## src/rtl/fifo_umbral_param_if.sv

```systemverilog
// fifo_umbral_param_if: request/flag bundle between a producer/consumer and
// the fifo_umbral_param buffer. The master drives writes, reads and thresholds.
// The slave (the FIFO) returns read data, valid, occupancy, flags and error.
interface fifo_umbral_param_if #(
  parameter int BW  = 6,
  parameter int LEN = 4
);
  logic           fifo_wr;
  logic           fifo_rd;
  logic [BW-1:0]  fifo_data_in;
  logic [LEN-1:0] umbral_bajo;
  logic [LEN-1:0] umbral_alto;
  logic [BW-1:0]  fifo_data_out;
  logic           fifo_valid;
  logic [LEN:0]   fifo_count;
  logic           fifo_full;
  logic           fifo_empty;
  logic           fifo_almost_full;
  logic           fifo_almost_empty;
  logic           error_output;

  modport master (
    output fifo_wr, fifo_rd, fifo_data_in, umbral_bajo, umbral_alto,
    input  fifo_data_out, fifo_valid, fifo_count, fifo_full, fifo_empty,
           fifo_almost_full, fifo_almost_empty, error_output
  );

  modport slave (
    input  fifo_wr, fifo_rd, fifo_data_in, umbral_bajo, umbral_alto,
    output fifo_data_out, fifo_valid, fifo_count, fifo_full, fifo_empty,
           fifo_almost_full, fifo_almost_empty, error_output
  );
endinterface

```

## src/rtl/fifo_umbral_param.sv

```systemverilog
// fifo_umbral_param: parametrised synchronous FIFO for per-VC buffering.
// It has runtime almost-empty/almost-full thresholds, a registered read with
// valid, and an occupancy count. A write is accepted on a full FIFO when a read
// is accepted in the same cycle.
// Optional macro FIFO_ERR_STICKY_EN: when it is defined, error_output latches
// on overflow/underflow until reset. Otherwise it pulses for one cycle for each
// offending request cycle.
module fifo_umbral_param #(
  parameter int BW  = 6,
  parameter int LEN = 4
) (
  input logic                clk,
  input logic                reset,
  fifo_umbral_param_if.slave bus
);
  localparam int           DEPTH   = 2**LEN;
  localparam logic [LEN:0] DEPTH_C = (LEN+1)'(DEPTH);

  logic [BW-1:0]  mem_q [DEPTH];
  logic [LEN-1:0] wr_ptr_q, wr_ptr_d;
  logic [LEN-1:0] rd_ptr_q, rd_ptr_d;
  logic [LEN:0]   count_q, count_d;
  logic [BW-1:0]  dout_q, dout_d;
  logic           valid_q, valid_d;
  logic           err_q, err_d;

  logic full, empty;
  logic rd_acc, wr_acc, ovf, udf;

  // The flags are combinational from the registered count, so a threshold change takes effect immediately
  assign full  = (count_q == DEPTH_C);
  assign empty = (count_q == '0);

  assign bus.fifo_full         = full;
  assign bus.fifo_empty        = empty;
  assign bus.fifo_almost_full  = (count_q >= {1'b0, bus.umbral_alto});
  assign bus.fifo_almost_empty = (count_q <= {1'b0, bus.umbral_bajo});
  assign bus.fifo_count        = count_q;
  assign bus.fifo_data_out     = dout_q;
  assign bus.fifo_valid        = valid_q;
  assign bus.error_output      = err_q;

  // Request acceptance, error detection and next state for pointers, count and read port
  always_comb begin
    // A read on an empty FIFO is never satisfied by a write in the same cycle (no bypass)
    rd_acc = bus.fifo_rd && !empty;
    // A full FIFO still accepts a write when a read frees a slot in the same cycle
    wr_acc = bus.fifo_wr && (!full || rd_acc);
    ovf    = bus.fifo_wr && full && !rd_acc;
    udf    = bus.fifo_rd && empty;

    wr_ptr_d = wr_acc ? wr_ptr_q + LEN'(1) : wr_ptr_q;
    rd_ptr_d = rd_acc ? rd_ptr_q + LEN'(1) : rd_ptr_q;

    count_d = count_q;
    if (wr_acc && !rd_acc)      count_d = count_q + (LEN+1)'(1);
    else if (rd_acc && !wr_acc) count_d = count_q - (LEN+1)'(1);

    // After an underflow or an idle cycle, the read port holds its last value
    dout_d  = rd_acc ? mem_q[rd_ptr_q] : dout_q;
    valid_d = rd_acc;

`ifdef FIFO_ERR_STICKY_EN
    err_d = err_q || ovf || udf;
`else
    err_d = ovf || udf;
`endif
  end

  // Control registers. Requests made in the reset cycle have no effect.
  always_ff @(posedge clk) begin
    if (reset) begin
      wr_ptr_q <= '0;
      rd_ptr_q <= '0;
      count_q  <= '0;
      dout_q   <= '0;
      valid_q  <= 1'b0;
      err_q    <= 1'b0;
    end else begin
      wr_ptr_q <= wr_ptr_d;
      rd_ptr_q <= rd_ptr_d;
      count_q  <= count_d;
      dout_q   <= dout_d;
      valid_q  <= valid_d;
      err_q    <= err_d;
    end
  end

  // Storage is not cleared by reset: stale entries cannot be reached because both pointers return to 0
  always_ff @(posedge clk) begin
    if (!reset && wr_acc) mem_q[wr_ptr_q] <= bus.fifo_data_in;
  end
endmodule
```

## src/flat_wrapper.sv

```systemverilog
// flat-port wrapper written by rule: the top's interface ports become plain ports
module fifo_umbral_param_flat 
#(
  parameter int BW  = 6,
  parameter int LEN = 4
)
  (clk, reset, bus_fifo_wr, bus_fifo_rd, bus_fifo_data_in, bus_umbral_bajo, bus_umbral_alto, bus_fifo_data_out, bus_fifo_valid, bus_fifo_count, bus_fifo_full, bus_fifo_empty, bus_fifo_almost_full, bus_fifo_almost_empty, bus_error_output);
  fifo_umbral_param_if #(.BW(BW), .LEN(LEN)) bus_i ();
  input logic clk;
  input logic reset;
  input wire logic [$bits(bus_i.fifo_wr)-1:0] bus_fifo_wr;
  input wire logic [$bits(bus_i.fifo_rd)-1:0] bus_fifo_rd;
  input wire logic [$bits(bus_i.fifo_data_in)-1:0] bus_fifo_data_in;
  input wire logic [$bits(bus_i.umbral_bajo)-1:0] bus_umbral_bajo;
  input wire logic [$bits(bus_i.umbral_alto)-1:0] bus_umbral_alto;
  output wire logic [$bits(bus_i.fifo_data_out)-1:0] bus_fifo_data_out;
  output wire logic [$bits(bus_i.fifo_valid)-1:0] bus_fifo_valid;
  output wire logic [$bits(bus_i.fifo_count)-1:0] bus_fifo_count;
  output wire logic [$bits(bus_i.fifo_full)-1:0] bus_fifo_full;
  output wire logic [$bits(bus_i.fifo_empty)-1:0] bus_fifo_empty;
  output wire logic [$bits(bus_i.fifo_almost_full)-1:0] bus_fifo_almost_full;
  output wire logic [$bits(bus_i.fifo_almost_empty)-1:0] bus_fifo_almost_empty;
  output wire logic [$bits(bus_i.error_output)-1:0] bus_error_output;
  assign bus_i.fifo_wr = bus_fifo_wr;
  assign bus_i.fifo_rd = bus_fifo_rd;
  assign bus_i.fifo_data_in = bus_fifo_data_in;
  assign bus_i.umbral_bajo = bus_umbral_bajo;
  assign bus_i.umbral_alto = bus_umbral_alto;
  assign bus_fifo_data_out = bus_i.fifo_data_out;
  assign bus_fifo_valid = bus_i.fifo_valid;
  assign bus_fifo_count = bus_i.fifo_count;
  assign bus_fifo_full = bus_i.fifo_full;
  assign bus_fifo_empty = bus_i.fifo_empty;
  assign bus_fifo_almost_full = bus_i.fifo_almost_full;
  assign bus_fifo_almost_empty = bus_i.fifo_almost_empty;
  assign bus_error_output = bus_i.error_output;
  fifo_umbral_param #(.BW(BW), .LEN(LEN)) u_core (.clk(clk), .reset(reset), .bus(bus_i));
endmodule
```

## config.mk

```make
export PLATFORM = sky130hd
export DESIGN_NAME = fifo_umbral_param_flat
export DESIGN_NICKNAME = d
export VERILOG_FILES = /design/src/rtl/fifo_umbral_param_if.sv /design/src/rtl/fifo_umbral_param.sv /design/src/flat_wrapper.sv
export SDC_FILE = /design/constraint.sdc
export NUM_CORES = 1
export LEC_CHECK = 0
export BUFFER_PORTS_ARGS = -buffer_cell sky130_fd_sc_hd__buf_4
export CAP_MARGIN = 20
export CORE_ASPECT_RATIO = 0.6
export CORE_MARGIN = 2
export CORE_UTILIZATION = 54
export CTS_CLUSTER_SIZE = 40
export DETAILED_ROUTE_END_ITERATION = 12
export PLACE_DENSITY = 0.72
export RECOVER_POWER = 50
export SLEW_MARGIN = 20
export SYNTH_ARGS = -nofsm -noshare
export SYNTH_HDL_FRONTEND = slang
export SYNTH_SLANG_ARGS = --single-unit
```

## constraint.sdc

```tcl
create_clock -name clk -period 2.7 [get_ports clk]
set_clock_uncertainty 0.2 [all_clocks]
set_input_delay 0.81 -clock clk [delete_from_list [all_inputs] [get_ports clk]]
set_output_delay 0.81 -clock clk [all_outputs]
set_load 0.03 [all_outputs]
```

Word-level counts from Yosys, hierarchy flattened
Memories as Yosys holds them, arrays and structs flattened. A register that Yosys moved wholly into a read port is not among the register bits.
Index checks and enable logic that the tools add are counted.
Widths: inputs -> output; s select.
{ "word_totals": {"register_bits": 15, "ramBits": 96, "in_bits": 18, "out_inout_bits": 17, "elab_cells": 34, "mem_count": 1} }
{ "mem_list": {"columns": ["memory", "depth", "width", "rd", "rd_ports_with_merged_regs", "wr", "line", "source"], "rows": [
  ["u_core.mem_q", 16, 6, 1, 1, 1, "fifo_umbral_param.sv:19", "logic [BW-1:0] mem_q [DEPTH];"]
]} }
{ "op_classes": {"add_sub_neg": 4, "order_cmp": 2, "n_eq_ne": 1, "n_mux": 4, "reduce_logical": 17} }
{ "op_table": {"columns": ["operator", "count"], "rows": [
  ["$mux 5", 2],
  ["$add 4x1->4 const B", 2],
  ["$logic_and 1x1->1", 8],
  ["$add 5x1->5 const B", 1],
  ["$eq 5x5->1 const B", 1],
  ["$ge 5x4->1", 1],
  ["$le 5x4->1", 1],
  ["$logic_not 1->1", 5],
  ["$logic_not 5->1", 1],
  ["$sub 5x1->5 const B", 1],
  ["$logic_or 1x1->1", 2],
  ["$mux 1", 2],
  ["$reduce_bool 2->1", 1]
]} }

Logic depth before layout (Yosys ltp)
Gate-level depths: netlist (run 1).
{ "depth": {"depth_word": 9, "mapped_depth": 11, "depth_no_buf": 11} }

Least setup slack after synthesis (run 1)
OpenSTA, ideal clock, no wires.
{ "synth_timing": {"path_type": "reg2reg", "startpoint": "reg u_core.count_q[0], in the netlist u_core.bus.fifo_count[0]", "endpoint": "reg u_core.count_q[4], in the netlist u_core.bus.fifo_count[4]", "setup_ps": 70, "arrival_time_ps": 2844, "required_time_ps": 2430, "path_slack_ps": -414, "path_stages_with_launch": 12, "synth_period_minus_slack_ps": 3114, "path_cell_list": "dfxtp_1 or4_4 o31a_1 buf_6 ha_1 inv_1 ha_1 a21o_1 a21oi_1 xnor2_1 or3_1 a21oi_1"} }
{ "synth_between": {"elab_chain_cells": 8, "elab_cells_between_ends": 16, "classes_between": "2 x add/sub; 1 x eq/ne; 2 x mux; 11 x reduce/logical"} }
{ "synth_lines": {"columns": ["element", "line", "source"], "rows": [
  ["start: declaration", "fifo_umbral_param.sv:22", "logic [LEN:0] count_q, count_d;"],
  ["start signal: assignment", "fifo_umbral_param.sv:82", "count_q <= count_d;"],
  ["parallel branches: the longest is 8 deep, another holds $sub 5x1->5", null, null]
]} }
Parallel ways; which one is timed is not known. The select of a mux whose other input is x is not followed.
A chain may end at the register's enable or synchronous reset.

Worst setup path in the final report (run 1)
{ "layout_timing": {"startpoint": "in bus_umbral_bajo[1]", "endpoint": "out bus_fifo_almost_empty"} }
{ "layout_between": {"elab_chain_cells": 1} }
{ "layout_lines": {"columns": ["element", "line", "source"], "rows": [
  ["start: declaration", "flat_wrapper.sv:14", "input wire logic [$bits(bus_i.umbral_bajo)-1:0] bus_umbral_bajo;"],
  ["$le 5x4->1", "fifo_umbral_param.sv:37", "assign bus.fifo_almost_empty = (count_q <= {1'b0, bus.umbral_bajo});"],
  ["end: declaration", "flat_wrapper.sv:22", "output wire logic [$bits(bus_i.fifo_almost_empty)-1:0] bus_fifo_almost_empty;"]
]} }
No other way between the ends.

==> results of run 1 <==
layout make-up:
type	instances	area, sq um	share of cell area, %
inverter	12	60.06	0.9707
sequential	117	3309	53.49
multi-input combinational	155	1613	26.07
clock inverter	14	200.2	3.236
tap	112	140.1	2.265
timing repair buffer	59	425.4	6.876
clock buffer	18	439.2	7.098
synth_stat cells, types with 3 or more instances:
library cell  instances  area (sq um)
a21oi_1               9         45.04
buf_2                 3         15.01
clkbuf_1              5         18.77
dfxtp_1              21         420.4
edfxtp_1             96          2883
ha_1                 17         212.7
inv_1                11         41.29
mux2i_1              14         140.1
mux4_2               24         540.5
nand2_1               9         33.78
nand3b_1              8         60.06
nor2_1               35         131.4
o21ai_0               3         15.01
o221ai_1              6         52.55
or3_1                 3         18.77
xnor2_1               5         43.79
xor2_1                5         43.79
worst register-to-register path: stages (launching register included):
cell and delay (ns):
dfxtp_4 0.34, or4_4 0.53, o21a_1 0.25, clkinv_4 0.07, ha_4 0.15, inv_4 0.05
fa_2 0.34, a21o_1 0.18, a21oi_2 0.16, xnor2_1 0.10, or3_1 0.33, a21oi_2 0.13
report_power, final:
part | internal [mW] | switching, mW | leakage [nW]
clock network | 1.57 | 0.824 | 0.291
logic | 0.754 | 0.862 | 0.826
registers | 2.06 | 0.103 | 1.04
cells in the final DEF (no fill, tap or decap), types with 2 or more instances in the layout:
master      netlist  routed
a21o_1            2       2
a21oi_1           9       4
a21oi_2           0       4
buf_4             2      29
buf_6             1      10
bufinv_16         0       4
clkbuf_1          5      18
clkbuf_16         0      17
clkinv_4          0       3
clkinvlp_4        0       6
dfxtp_1          21      18
dfxtp_2           0       2
edfxtp_1         96      96
ha_1             17      12
ha_4              0       5
inv_1            11       8
inv_4             0       2
inv_6             1       3
mux2i_1          14      14
mux4_2           24      24
nand2_1           9       8
nand3b_1          8       8
nand4_1           2       2
nor2_1           35      33
nor2_4            0       2
o21a_1            1       2
o21ai_1           0       2
o221ai_1          6       6
or3_1             3       3
xnor2_1           5       4
xor2_1            5       5
how the worst min path moves through the flow:
stage | end | start | cells after the start
6_report | u_core.bus.fifo_data_out[0] | u_core.bus.fifo_data_out[0] | 2
5_1_grt | u_core.bus.fifo_data_out[0] | u_core.bus.fifo_data_out[0] | 2
3_3_place_gp | u_core.bus.fifo_data_out[0] | u_core.bus.fifo_data_out[0] | 2
4_1_cts | u_core.bus.fifo_data_out[0] | u_core.bus.fifo_data_out[0] | 2
3_5_place_dp | u_core.bus.fifo_data_out[0] | u_core.bus.fifo_data_out[0] | 2
2_1_floorplan | u_core.rd_ptr_q[3] | u_core.rd_ptr_q[3] | 2
through the flow:
| stage | cells | hold slack (ns) | TNS (ns) | util (%) | worst slack, ns |
|---|---|---|---|---|---|
| 2_1_floorplan | 298 | 0.2945 | -0.3136 | - | -0.1620 |
| 3_3_place_gp | 452 | 0.2872 | -0.6812 | 63.01 | -0.2896 |
| 3_5_place_dp | 452 | 0.3066 | -0.8079 | 63.01 | -0.3664 |
| 4_1_cts | 486 | 0.3201 | -0.5294 | 71.45 | -0.2770 |
| 5_1_grt | 487 | 0.3272 | -1.516 | 71.23 | -0.3123 |
| 6_report | 487 | 0.3154 | -0.5193 | 71.23 | -0.2479 |
logic make-up after synthesis:
logic type / after synthesis
compound gates: 23
xor+xnor: 10
fa+ha+maj: 18
buf+inv: 26
flops: 117
mux: 38
simple gates: 66
per-layer routing:
layer / part of all wire [%] / wire [um] / global-route usage (%) / vias to the layer above
met5: 0 / 0 / 0 / -
met2: 44 / 4529 / 30.32 / 94
met3: 8.2 / 840 / 7.103 / 8
met1: 47 / 4818 / 35.98 / 1381
li1: - / - / - / 1274
met4: 0.90 / 93 / 7.802 / 0
registers in the layout (all words and copies together) (netlist names):
signal and count:
u_core.rd_ptr_q 4, u_core.wr_ptr_q 4, u_core.bus.fifo_valid 1, u_core.bus.fifo_count 5
u_core.bus.error_output 1, u_core.mem_q 96, u_core.bus.fifo_data_out 6
what timing repair did:
action,4_1_cts,5_1_grt
setup endpoints to repair,6,7
pin swaps,11,10
cloned,0,0
gates resized for setup,18,12
buffers inserted,2,1
==> impl_results.md, run 1 <==
* Placer congestion estimate at 0.7770
* Worst-Skew Late Latency at 0.41 ns
* Post-DP HPWL at 6.716 mm
* Yosys reg bits at 117
* Initial Util at 56.58%
* Worst r2r src: u_core.bus.fifo_count[0]
* CTS Buf Count at 17
* Req. time, crit path at 1.69 ns
* Main combinational cell family by area after synthesis: multiplexers
* Number of synthesized flops with an enable pin at 96
* GR Overflow Total at 0
* Worst hold path type: flip-flop to flip-flop
* CP Depth at 9
* Clock Sinks at 117
* Max cap viols at 0
* Iteration-0 DRC Markers at 191
* Post-synthesis mux area share at 13.85%
* Die height at 77.90 um
* Final Critical Period at 2.948 ns
* Adder-cell share of the synthesized area at 4.735%
* Max H-tree Level at 4
* Relative max-transition margin at 46.81%
* GRT Overall Usage at 22.93%
* Post-CTS Hold Fix Bufs at 0
* Pwr per Cell Area at 997.4 mW/mm^2
* Crit path launch: bus_umbral_bajo[1]
* Peak supply drop at 0.0006779 V
* DRC violations left at 0
* Max incr delay on CP at 0.19 ns
* Crit path cell chain: buf_6, inv_4, ha_4, nor2b_4, o21a_1, o21ai_1, nand2b_1, a21oi_4, buf_6
* NumNets Final at 398
* FP Rows at 26
* Max Buffers Root-to-Sink at 2
* Static Leakage at 2.155 nW
* Slew Viols, Final at 0
* Buffers & Inverters on Critical Path at 3
* Detail Route Antenna Nets at 0
* Period utilization at 109.2%
* CTS tree: yes
* Unique masters post-synth at 35
* Fillers at 564
* Final Hold Viols at 0
* First-pass GRT wire length at 15.70 mm
* CORE AREA at 0.008686 sq mm
* Wire per inst at 21.11 um
* Ys flop type: edfxtp_1
* Cells after synthesis at 298
* Share of layout cells above drive strength 1 at 33.07%
* RSZ-0062 raised after global routing: true
* Worst-path clk slew at 0.06 ns
* Boundary Pins at 35
* Die Area at 0.009905 sq mm
* Cell family with most CP delay: compound AO/OA/AOI/OAI gates
* Port Buffer Count at 34
* Startpoint types: input pin
* Net Count, Synth at 334
* CP max stage cell: ha_4
* Post-route cell area at 0.006187 sq mm
* Initial antenna violation count at 0
* Final Total Pwr at 6.171 mW
* Critical Path Fanout Max at 2
* Largest net degree at the start of global routing at 27
* Worst setup path class: input pin to output pin
* Failing checks: setup timing
* Outcome: finished, violations left
* R2r setup slk at -0.19 ns
* Measured slew at the worst slew-check pin at 0.7979 ns
* R2r endpoint: u_core.bus.fifo_count[4]
* Crit path to: bus_fifo_almost_empty
* Routed vias/inst at 5.661
* Endpoints failing setup at 3
* Vias in the first global route at 2720
* Syn_area_per_cell at 16.49 sq um
* Synth warn at 0
* CP arrival at 1.94 ns
* Die X-Extent at 127.2 um
* Max Clock Freq at 339.2 MHz
* Routed wire length at 10.28 mm
* Antenna Cells at 0
* R2r worst-path depth at 11
* Area after DPL at 0.005473 sq mm
* Ys async rst share at 0%
* Worst Setup End Kind: output pin
* Area delta synth->final at 25.89%
* Compound-gate portion of the synthesized area at 3.233%
* Vias at 2757
* Setup WS post-layout at -0.2479 ns
* Xor-xnor portion of the synthesized cell area at 1.782%
* Post-Syn Area at 0.004915 sq mm
* Most common cell on crit path: buf_6
* Register area share after synthesis at 67.21%
* CTS root buffer: clkbuf_16
* Post-synthesis simple-gate area fraction at 6.696%
* Pre-antenna DRT Iters at 4
(Power assumes the default switching activity.)
==> run 2: changes to the inputs <==
--- a/config.mk
+++ b/config.mk
@@ -9,10 +9,10 @@
 export CAP_MARGIN = 20
 export CORE_ASPECT_RATIO = 0.6
 export CORE_MARGIN = 2
-export CORE_UTILIZATION = 54
+export CORE_UTILIZATION = 33
 export CTS_CLUSTER_SIZE = 40
 export DETAILED_ROUTE_END_ITERATION = 12
-export PLACE_DENSITY = 0.72
+export PLACE_DENSITY = 0.48
 export RECOVER_POWER = 50
 export SLEW_MARGIN = 20
 export SYNTH_ARGS = -nofsm -noshare
==> run 2 against run 1 <==
The run still ends with setup timing left. Final cell count increased by 17%. Worst hold slack better by 0.0043 ns. Clock power fell by 5%. Critical path depth unchanged. Fmax increased by 1.1%. Core utilization down 28 points. Critical endpoint unchanged. Global-route usage decreased by 8.3 points. Wire length increased by 6.2%. Total power is 1.2% lower. Final area increased by 1.7%. Sequential power shrank 2%. Die area up 61%.
==> impl_results.md, run 2 (synthesis gave the netlist of run 1 again) <==
* Worst Setup End Kind: output pin
* Outcome: finished, violations left
* Max cap viols at 0
* Relative max-transition margin at 44.56%
* Detail Route Antenna Nets at 0
* Die X-Extent at 161.6 um
* Pre-CTS setup slack at -0.3392 ns
* CP arrival at 1.91 ns
* Initial antenna violation count at 0
* Endpoints failing setup at 3
* Boundary Pins at 35
* Static Leakage at 2.194 nW
* Largest net degree at the start of global routing at 28
* First-pass GRT wire length at 16.65 mm
* Req. time, crit path at 1.69 ns
* Area delta synth->final at 28.06%
* Max Buffers Root-to-Sink at 2
* Crit path cell chain: buf_6, inv_4, ha_4, nor2b_4, o21a_1, o21ai_1, nand2b_1, a21oi_4, buf_6
* GRT Overall Usage at 14.65%
* Wire per inst at 19.09 um
* Placer congestion estimate at 0.7320
* Most frequent cells in the layout: 96 x edfxtp_1, 41 x buf_4, 33 x nor2_1
* Peak supply drop at 0.0004104 V
* Pwr per Cell Area at 968.5 mW/mm^2
* Vias in the first global route at 2680
* RSZ-0062 raised after global routing: true
* FP Rows at 34
* Max incr delay on CP at 0.19 ns
* Worst-Skew Late Latency at 0.40 ns
* Worst setup path class: input pin to output pin
* CP max stage cell: ha_4
* Critical Path Fanout Max at 2
* DRC violations left at 0
* Antenna Cells at 0
* Port Buffer Count at 34
* Die Area at 0.01592 sq mm
* Worst hold path type: flip-flop to flip-flop
* CTS tree: yes
* Share of layout cells above drive strength 1 at 34.22%
* Max H-tree Level at 4
* Most common cell on crit path: buf_6
* Post-DP HPWL at 7.632 mm
* Final Hold Viols at 0
* Final Critical Period at 2.915 ns
* Vias at 2665
* Die height at 98.53 um
* Period utilization at 108.0%
* Routed vias/inst at 4.659
* Most flop-heavy register: u_core.mem_q
* Max Clock Freq at 343.0 MHz
* Initial Util at 33.88%
* Setup WS post-layout at -0.2153 ns
* WHS at 0.3196 ns
* Startpoint types: input pin
* Largest register FFs at 96
* Measured slew at the worst slew-check pin at 0.8285 ns
* NumNets Final at 397
* Routed wire length at 10.92 mm
* Pre-antenna DRT Iters at 4
* Slew Viols, Final at 0
* GR Overflow Total at 0
* Most common cell after layout, fill and taps aside: edfxtp_1
* CORE AREA at 0.01451 sq mm
* Failing checks: setup timing
* Iteration-0 DRC Markers at 175
* Post-CTS Hold Fix Bufs at 0
* Clock Sinks at 117
* CTS root buffer: clkbuf_16
* Core Util, Final at 43.38%
* Worst-path clk slew at 0.05 ns
* CTS Buf Count at 17
## run 2: cell types whose count changed in the layout (fill, tap and decap cells not counted), moves of 2 or more
cell	change
buf_4	+12
clkinv_2	+2
clkinvlp_4	-4
clkinv_1	+4
inv_6	-2
clkbuf_1	-9
clkinv_4	-2
## run 2: layer usage
metal	vias up	routed length (um)	track usage [%]
li1	1272	-	-
met1	1353	6234	24.99
met2	33	4199	17.59
met3	7	423	3.325
met4	0	65	4.533
met5	-	0	0
## run 2: layout make-up
class | count | area (sq um)
clock inverter | 12 | 160.2
clock buffer | 20 | 436.7
inverter | 12 | 60.06
sequential | 117 | 3313
fill | 1311 | 8213
timing repair buffer | 58 | 471.7
tap | 198 | 247.7
multi-input combinational | 155 | 1604
## run 2: final timing paths
path / from / endpoint / slack [ns] / cells past startpoint
worst max register to register: u_core.bus.fifo_count[0] / u_core.bus.fifo_count[4] / -0.18 / 11
worst min register to register: u_core.bus.fifo_data_out[4] / u_core.bus.fifo_data_out[4] / 0.32 / 2
worst max-delay path: bus_umbral_bajo[1] / bus_fifo_almost_empty / -0.22 / 9
worst min-delay path: u_core.bus.fifo_data_out[4] / u_core.bus.fifo_data_out[4] / 0.32 / 2
## run 2: repair_timing
item	CTS	global route
buffers inserted	1	4
gates cloned	0	0
pin swaps	10	10
setup endpoints to repair	5	7
resized for setup	19	8
hold endpoints to repair	0	0
## run 2: report_power, final
part | internal (mW) | switching (mW)
Sequential | 2.06 | 0.0540
Combinational | 0.809 | 0.903
Clock | 1.53 | 0.745
Total | 4.39 | 1.70
## run 2: metrics by stage
| stage | setup TNS [ns] | power (mW) | area [sq um] | std cells |
|---|---|---|---|---|
| floorplan | -0.3136 | 3.144 | 4971 | 298 |
| global placement | -0.8289 | 3.690 | 5570 | 535 |
| detailed placement | -1.863 | 3.701 | 5570 | 535 |
| CTS | -0.6682 | 6.097 | 6250 | 568 |
| global route | -0.8185 | 6.370 | 6294 | 572 |
| finish | -0.4734 | 6.095 | 6294 | 572 |
## run 2: worst max-delay path, delay by kind of cell
kind | cells | cell delay (ns)
AO/OA/AOI/OAI | 3 | 0.40
buffers and inverters | 3 | 0.27
AND/OR/NAND/NOR | 2 | 0.22
adder cells (fa/ha/maj) | 1 | 0.19
==> run 3: changes to the inputs <==
--- a/config.mk
+++ b/config.mk
@@ -13,7 +13,6 @@
 export CTS_CLUSTER_SIZE = 40
 export DETAILED_ROUTE_END_ITERATION = 12
 export PLACE_DENSITY = 0.48
-export RECOVER_POWER = 50
 export SLEW_MARGIN = 20
 export SYNTH_ARGS = -nofsm -noshare
 export SYNTH_HDL_FRONTEND = slang
==> run 3 against run 2 <==
The run still ends with setup timing left. Fmax about the same. Combinational power about the same. First-iteration DRC count increased by 4.0%. Sequential power about the same. Register-to-register slack about the same. Sequential share of layout area decreased by 0.19 points. Count of clock-buffer cells in the layout unchanged. Critical path depth unchanged. Non-clock buffer count unchanged. Critical endpoint unchanged. Largest cell class unchanged.
==> impl_results.md, run 3 (synthesis gave the netlist of run 1 again) <==
* Outcome: finished, violations left
* Failing checks: setup timing
* Final Total Pwr at 6.103 mW
* Clock Sinks at 117
* Pre-antenna DRT Iters at 4
* CP arrival at 1.91 ns
* Worst r2r src: u_core.bus.fifo_count[0]
* Share of layout cells above drive strength 1 at 35.83%
* Vias in the first global route at 2680
* Die height at 98.53 um
* Slew Viols, Final at 0
* Max H-tree Level at 4
* Worst hold path type: flip-flop to flip-flop
* Vias at 2677
* Most flop-heavy register: u_core.mem_q
* Multi-input logic area at 0.001604 sq mm
* First-pass GRT wire length at 16.65 mm
* CP max stage cell: ha_4
* Worst-path clk slew at 0.05 ns
* Detail Route Antenna Nets at 0
* Final Hold Viols at 0
* DRC violations left at 0
* Static Leakage at 2.216 nW
* Antenna Cells at 0
* Min-delay src: u_core.bus.fifo_data_out[4]
* Pwr per Cell Area at 966.3 mW/mm^2
* Most common cell after layout, fill and taps aside: edfxtp_1
* Most frequent cells in the layout: 96 x edfxtp_1, 47 x buf_4, 33 x nor2_1
* FP Rows at 34
* CTS root buffer: clkbuf_16
* Worst-Skew Late Latency at 0.40 ns
* Die X-Extent at 161.6 um
* Worst setup path class: input pin to output pin
* Initial antenna violation count at 0
* Largest register FFs at 96
* Startpoint types: input pin
* Worst Setup End Kind: output pin
* Post-CTS Hold Fix Bufs at 0
* CTS Buf Count at 17
* Routed wire length at 10.89 mm
* Placer congestion estimate at 0.7320
* GRT Overall Usage at 14.65%
* Wire per inst at 19.04 um
* Area delta synth->final at 28.51%
* NumNets Final at 397
* Relative max-transition margin at 46.05%
* Cell family with most CP delay: compound AO/OA/AOI/OAI gates
* CTS tree: yes
* Initial Util at 33.88%
* Port Buffer Count at 34
* Period utilization at 108.0%
* Req. time, crit path at 1.69 ns
* Iteration-0 DRC Markers at 182
* Setup WS post-layout at -0.2154 ns
* Buffers & Inverters on Critical Path at 3
* Register area at 0.003313 sq mm
* Post-DP HPWL at 7.632 mm
* Crit path launch: bus_umbral_bajo[1]
* Crit path cell chain: buf_6, inv_4, ha_4, nor2b_4, o21a_1, o21ai_1, nand2b_1, a21oi_4, buf_6
* Routed vias/inst at 4.680
* CORE AREA at 0.01451 sq mm
* Max cap viols at 0
* Peak supply drop at 0.0004104 V
* Pre-CTS setup slack at -0.3392 ns
* Max incr delay on CP at 0.19 ns
* Most common cell on crit path: buf_6
* Boundary Pins at 35
* Endpoints failing setup at 3
* Critical Path Fanout Max at 2
* Fillers at 1307
* GR Overflow Total at 0
* RSZ-0062 raised after global routing: true
* Die Area at 0.01592 sq mm
* Max Clock Freq at 343.0 MHz
* Measured slew at the worst slew-check pin at 0.8063 ns
* Max Buffers Root-to-Sink at 2
* Largest net degree at the start of global routing at 28
* Final Critical Period at 2.915 ns
-- run 3: area by class of cell --
type                    count  area share [%]
clock buffers              20           6.914
clock inverters            12           2.536
inverters                  12          0.9509
multi-input cells         155           25.40
flip-flops and latches    117           52.46
well taps                 198           3.922
repair buffers             58           7.825
-- run 3: worst paths after layout --
path         slack, ns                           to  depth (start not counted)
max              -0.22        bus_fifo_almost_empty                          9
min               0.32  u_core.bus.fifo_data_out[4]                          2
max reg2reg      -0.18     u_core.bus.fifo_count[4]                         11
min reg2reg       0.32  u_core.bus.fifo_data_out[4]                          2
-- run 3: per-layer routing --
metal	vias up	part of all wire (%)	routed length [um]	track usage (%)
li1	1273	-	-	-
met1	1363	56	6148	24.99
met2	39	39	4290	17.59
met3	2	3.9	427	3.325
met4	0	0.23	25	4.533
met5	-	0	0	0
-- run 3: report_power, final --
part / internal [mW] / total, mW / switching [mW]
logic: 0.813 / 1.71 / 0.901
registers: 2.06 / 2.11 / 0.0539
clock network: 1.53 / 2.28 / 0.751
-- run 3: repair_timing --
item | 4_1_cts | 5_1_grt
setup endpoints to repair | 5 | 7
gates cloned | 0 | 0
setup buffers | 1 | 4
pin swaps | 10 | 10
resized for setup | 19 | 8
-- run 3: worst min-delay path: cells and delay by family (launching register included) --
| kind | cells | cell delay (ns) |
|---|---|---|
| AOI/OAI and AO/OA | 1 | 0.07 |
| DFF | 1 | 0.33 |
| and+or+nand+nor | 1 | 0.09 |
-- run 3: per-stage QoR --
| step | util (%) | cell area [sq um] | cells | hold slack [ns] | setup TNS [ns] |
|---|---|---|---|---|---|
| final | 43.54 | 6316 | 572 | 0.3198 | -0.4742 |
| after global routing | 43.54 | 6316 | 572 | 0.3417 | -0.8185 |
| after detailed placement | 38.40 | 5570 | 535 | 0.3023 | -1.863 |
| after global placement | 38.40 | 5570 | 535 | 0.3029 | -0.8289 |
| after floorplan | - | 4971 | 298 | 0.2945 | -0.3136 |
| after CTS | 43.08 | 6250 | 568 | 0.3223 | -0.6682 |
